==> src/rtl/isa_dma_channel.sv <==
// Single-channel 8237-style single-transfer DMA engine bridging tx/rx byte streams to one ISA DRQ/DACK pair.
// Byte period with drq held and data ready is 1+SETUP+STROBE+HOLD clocks; tx is popped only when a write cycle starts, and no read cycle starts while rx_valid is held.
module isa_dma_channel #(
  parameter int SETUP_CYCLES  = 4,
  parameter int STROBE_CYCLES = 20,
  parameter int HOLD_CYCLES   = 4,
  parameter int COUNT_W       = 16
) (
  input  logic               clk_clk,
  input  logic               reset_reset_n,
  input  logic               start,
  input  logic               dir,
  input  logic [COUNT_W-1:0] count,
  input  logic               abort,
  output logic               busy,
  output logic               tc,
  input  logic [7:0]         tx_data,
  input  logic               tx_valid,
  output logic               tx_ready,
  output logic [7:0]         rx_data,
  output logic               rx_valid,
  input  logic               rx_ready,
  input  logic               drq,
  output logic               dack_n,
  output logic               aen,
  output logic               ior_n,
  output logic               iow_n,
  output logic               isa_tc,
  output logic [7:0]         data_out,
  output logic               data_oe,
  input  logic [7:0]         data_in
);

  localparam int MAX_SH  = (SETUP_CYCLES > HOLD_CYCLES) ? SETUP_CYCLES : HOLD_CYCLES;
  localparam int MAX_CYC = (STROBE_CYCLES > MAX_SH) ? STROBE_CYCLES : MAX_SH;
  localparam int TMR_W   = $clog2(MAX_CYC + 1);

  typedef enum logic [2:0] {IDLE, WAIT_DRQ, SETUP, STROBE, HOLD} state_t;

  state_t             state;
  logic [TMR_W-1:0]   tmr;
  logic [COUNT_W-1:0] remaining;
  logic               dir_q;
  logic               abort_q;
  logic               drq_meta;
  logic               drq_s;
  logic               xfer_go;
  logic               aborted;

  assign xfer_go  = (state == WAIT_DRQ) && !abort_q && drq_s && (dir_q ? !rx_valid : tx_valid);
  // Pop strobe is combinational so it coincides with the cycle the byte is latched.
  assign tx_ready = xfer_go && !dir_q;
  assign aborted  = abort_q || abort;

  always_ff @(posedge clk_clk) begin
    if (!reset_reset_n) begin
      state     <= IDLE;
      tmr       <= '0;
      remaining <= '0;
      dir_q     <= 1'b0;
      abort_q   <= 1'b0;
      drq_meta  <= 1'b0;
      drq_s     <= 1'b0;
      busy      <= 1'b0;
      tc        <= 1'b0;
      rx_data   <= 8'h00;
      rx_valid  <= 1'b0;
      dack_n    <= 1'b1;
      aen       <= 1'b0;
      ior_n     <= 1'b1;
      iow_n     <= 1'b1;
      isa_tc    <= 1'b0;
      data_out  <= 8'h00;
      data_oe   <= 1'b0;
    end else begin
      drq_meta <= drq;
      drq_s    <= drq_meta;
      tc       <= 1'b0;
      if (rx_valid && rx_ready)
        rx_valid <= 1'b0;
      if (abort && state != IDLE)
        abort_q <= 1'b1;

      case (state)
        IDLE: begin
          if (start) begin
            remaining <= count;
            dir_q     <= dir;
            abort_q   <= 1'b0;
            busy      <= 1'b1;
            state     <= WAIT_DRQ;
          end
        end
        WAIT_DRQ: begin
          if (abort_q) begin
            busy  <= 1'b0;
            state <= IDLE;
          end else if (xfer_go) begin
            tmr     <= TMR_W'(SETUP_CYCLES - 1);
            dack_n  <= 1'b0;
            aen     <= 1'b1;
            data_oe <= !dir_q;
            if (!dir_q)
              data_out <= tx_data;
            state   <= SETUP;
          end
        end
        SETUP: begin
          if (tmr == '0) begin
            tmr    <= TMR_W'(STROBE_CYCLES - 1);
            ior_n  <= !dir_q;
            iow_n  <= dir_q;
            isa_tc <= (remaining == '0);
            state  <= STROBE;
          end else begin
            tmr <= tmr - 1'b1;
          end
        end
        STROBE: begin
          if (tmr == '0) begin
            tmr    <= TMR_W'(HOLD_CYCLES - 1);
            ior_n  <= 1'b1;
            iow_n  <= 1'b1;
            isa_tc <= 1'b0;
            if (dir_q) begin
              rx_data  <= data_in;
              rx_valid <= 1'b1;
            end
            state  <= HOLD;
          end else begin
            tmr <= tmr - 1'b1;
          end
        end
        HOLD: begin
          if (tmr == '0) begin
            dack_n  <= 1'b1;
            aen     <= 1'b0;
            data_oe <= 1'b0;
            // An abort ends the block here without tc, even on a non-final byte.
            if (remaining == '0 || aborted) begin
              tc    <= !aborted;
              busy  <= 1'b0;
              state <= IDLE;
            end else begin
              remaining <= remaining - COUNT_W'(1);
              state     <= WAIT_DRQ;
            end
          end else begin
            tmr <= tmr - 1'b1;
          end
        end
        default: state <= IDLE;
      endcase
    end
  end

endmodule

==> config.mk <==
export PLATFORM = sky130hd
export DESIGN_NAME = isa_dma_channel
export DESIGN_NICKNAME = d
export VERILOG_FILES = /design/src/rtl/isa_dma_channel.sv
export SDC_FILE = /design/constraint.sdc
export NUM_CORES = 1
export LEC_CHECK = 0
export BUFFER_PORTS_ARGS = -buffer_cell sky130_fd_sc_hd__buf_2
export CAP_MARGIN = 20
export CELL_PAD_IN_SITES_DETAIL_PLACEMENT = 0
export CELL_PAD_IN_SITES_GLOBAL_PLACEMENT = 2
export CORE_ASPECT_RATIO = 1.75
export CORE_MARGIN = 1.5
export CORE_UTILIZATION = 31
export DETAILED_ROUTE_END_ITERATION = 8
export HOLD_SLACK_MARGIN = 0.1
export PLACE_DENSITY = 0.85
export SYNTH_ARGS = -nofsm -noshare
export SYNTH_HDL_FRONTEND = slang
export SYNTH_SLANG_ARGS = --single-unit
==> constraint.sdc <==
create_clock -name clk_clk -period 2.7 [get_ports clk_clk]
set_clock_uncertainty 0.15 [all_clocks]
set_input_delay 0.54 -clock clk_clk [delete_from_list [all_inputs] [get_ports clk_clk]]
set_output_delay 0.54 -clock clk_clk [all_outputs]
set_load 0.05 [all_outputs]
==> flow_metrics.py <==
metrics = {
    "run_status": {
        "outcome": "completed",
    },
    "routing": {
        "drt_iter0_drc": 90,
        "via_count": 2554,
        "post_drt_wl_per_cell_um": 14.4,
        "wirelength_um": 7230,
        "drt_pass1_iterations": 4,
        "drc": 0,
        "postRouteAntennaNets": 0,
        "vias_per_cell": 5.09,
    },
    "logic_synthesis": {
        "synth_compound_area_frac": 0.227,
        "synth_top_family_by_area": "simple AND/OR/NAND/NOR gates",
        "synth_mux_area_frac": 0.0661,
        "synth-simple-area-share": 0.246,
        "syn_area_per_cell_um2": 8.52,
        "synth_top_cell_by_area": "dfxtp_1",
        "synth_xor_area_frac": 0,
        "syn_nets": 363,
        "synth_cells": 320,
        "synth_area_mm2": 0.00273,
        "synth_seq_cells": 53,
        "yosysWarnings": 0,
        "synth.area.top_cells": "dfxtp_1, mux2i_1, nor2_1",
        "synth_top_area_share": 0.389,
        "yosysUniqueCellTypes": 55,
        "synthFlopType": "dfxtp_1",
        "async_flop_share": 0,
        "synthAdderAreaFrac": 0.0138,
        "synth_edf_count": 0,
        "yosysSeqAreaShare": 0.389,
    },
    "job": {
        "maxCapViolations": 0,
    },
    "worst_setup_path": {
        "crit_arrival_ns": 1.68,
        "r2r_slack_ns": 0.35,
        "crit_type": "reg -> out",
        "worstPathCellList": "nor2b_1, o2111ai_1, nor4_2, buf_2",
        "cpMaxStageDelayCell": "buf_2",
        "crit_fanout": 4,
        "required_ns": 2.01,
        "start_kind": "flop",
        "worst_setup_path_end_kind": "output port",
        "slowest_delay_ns": 0.35,
    },
    "sta": {
        "maxSlewHeadroom": 0.674,
        "setup_violations": 0,
        "hold-worst-slack_ns": 0.289,
        "hold_violations": 0,
        "period_share": 0.878,
        "rsz0062_at_grt": "no",
        "worst_pin_slew_ns": 0.489,
        "fmax_ghz": 0.422,
        "period_needed_ns": 2.37,
        "maxSlewViolCount": 0,
        "fin_setup_tns_ns": 0,
    },
    "cells_and_area": {
        "layout.nets": 427,
        "drive_above_1_share": 0.273,
        "fill_cells": 880,
        "synthToLayoutAreaGrowth_pct": 22.7,
        "diodes": 0,
    },
    "grt": {
        "grt_max_degree": 42,
        "grt_antenna_before_repair": 0,
        "grt_pass1_vias": 2398,
        "grt-ovfl-total": 0,
        "track_usage": 0.161,
        "grt_first_pass_wirelength_um": 11800,
    },
    "floorplanning": {
        "dieArea_mm2": 0.00939,
        "die_w_um": 73.9,
        "core-area_mm2": 0.00861,
        "die_y_um": 127,
        "num_rows": 45,
        "num_io_pins": 66,
        "start_util": 0.316,
    },
    "clocking": {
        "cts_buffers": 5,
        "cts_htree_levels": 2,
        "clk_path_buf_depth": 2,
        "post_cts_buffers": 0,
        "root_buffer": "clkbuf_16",
        "holdBufCountCts": 0,
        "clkTransAtPathRegs_ns": 0.07,
        "cts.sinks": 53,
        "clk_latency_ns": 0.29,
        "cts_resized": 0,
        "tritoncts": "yes",
    },
    "hold_path": {
        "hold_path.class": "reg -> reg",
    },
    "pwr": {
        "peakVddDrop_mv": 0.309,
        "p_total_mw": 1.75,
        "leakage_nw": 1.37,
        "power_density_mw_per_mm2": 522,
    },
    "place": {
        "globalplace.congestion": 0.806,
        "port_buffers": 65,
        "dp_hpwl_um": 5440,
    },
}
-- final timing paths --
kind | cells after the start | startpoint | to
max | 4 | abort_q | tx_ready
min | 1 | drq_meta | drq_s
max reg2reg | 7 | tmr[0] | rx_data[2]
min reg2reg | 1 | drq_meta | drq_s
-- Yosys cell counts, types with 2 or more instances --
master / count
ha_1: 3
buf_6: 3
nor2b_1: 3
o31ai_1: 3
a211oi_2: 2
mux2i_1: 18
and3_1: 4
and2_1: 4
nor3_1: 11
or4_1: 2
a31oi_1: 6
nand2b_1: 5
nor4_1: 7
inv_1: 12
clkbuf_1: 11
nand2_1: 21
a21oi_1: 25
o211ai_1: 4
a22oi_1: 2
buf_2: 6
nor2_1: 41
nand3_1: 8
a311oi_1: 3
a21boi_0: 2
o21ai_0: 11
o21a_1: 3
a21o_1: 6
dfxtp_1: 53
nor3_2: 2
o21ai_1: 7
o32ai_2: 3
o32ai_1: 3
or3_1: 4
-- final cells by class --
| cell class | count | area [um2] | area share |
|---|---|---|---|
| Multi-Input combinational cell | 234 | 1510 | 0.453 |
| Sequential cell | 53 | 1060 | 0.317 |
| Timing Repair Buffer | 78 | 435 | 0.130 |
| Tap cell | 117 | 146 | 0.0438 |
| Clock buffer | 5 | 125 | 0.0374 |
| Inverter | 12 | 45.0 | 0.0135 |
| Clock inverter | 3 | 17.5 | 0.00524 |
-- routing by layer --
metal	vias up	global-route usage	routed length [um]	part of all wire
met2	71	0.291	3930	0.54
met4	0	0.0545	138	0.019
li1	1286	-	-	-
met3	11	0.0363	292	0.040
met5	-	0	0	0
met1	1186	0.179	2870	0.40
-- metrics by stage --
step | instance area (um2) | setup slack [ns] | util | std cells
6_report | 3340 | 0.328 | 0.388 | 502
3_5_place_dp | 3200 | 0.338 | 0.372 | 494
5_1_grt | 3340 | 0.182 | 0.388 | 502
2_1_floorplan | 2730 | 0.605 | - | 320
4_1_cts | 3340 | 0.251 | 0.388 | 502
3_3_place_gp | 3200 | 0.398 | 0.372 | 494
-- critical path, delay by kind of cell, from the launching register on --
kind            cells  cell delay [ns]
simple gates        2             0.51
compound gates      1             0.18
flops               1             0.34
buf+inv             1             0.35
-- layout by cell type (no fill, tap or decap), drive strengths merged, types with 8 or more instances in the layout --
master / count
buf: 78
a21oi: 26
nand2: 21
mux2i: 18
inv: 12
nand3: 8
o21ai: 18
nor3: 13
dfxtp: 53
nor4: 9
nor2: 41
-- state kept, by name, summed over array words and instances (netlist names), 3 cells and up --
signal     cells
data_out       8
remaining     16
rx_data        8
state          3
tmr            5
-- where the power goes --
| part | switching, mW | internal, mW | leakage [nW] | total, mW |
|---|---|---|---|---|
| sequential | 0.0290 | 0.807 | 0.431 | 0.836 |
| clock | 0.293 | 0.341 | 0.0696 | 0.633 |
| combinational | 0.161 | 0.115 | 0.867 | 0.277 |
-- cell families after synthesis --
kind of cell	Yosys count
flip-flops	53
AO/OA/AOI/OAI	89
multiplexers	18
AND/OR/NAND/NOR	124
buffers and inverters	33
adder cells (fa/ha/maj)	3
(Power assumes the default switching activity.)
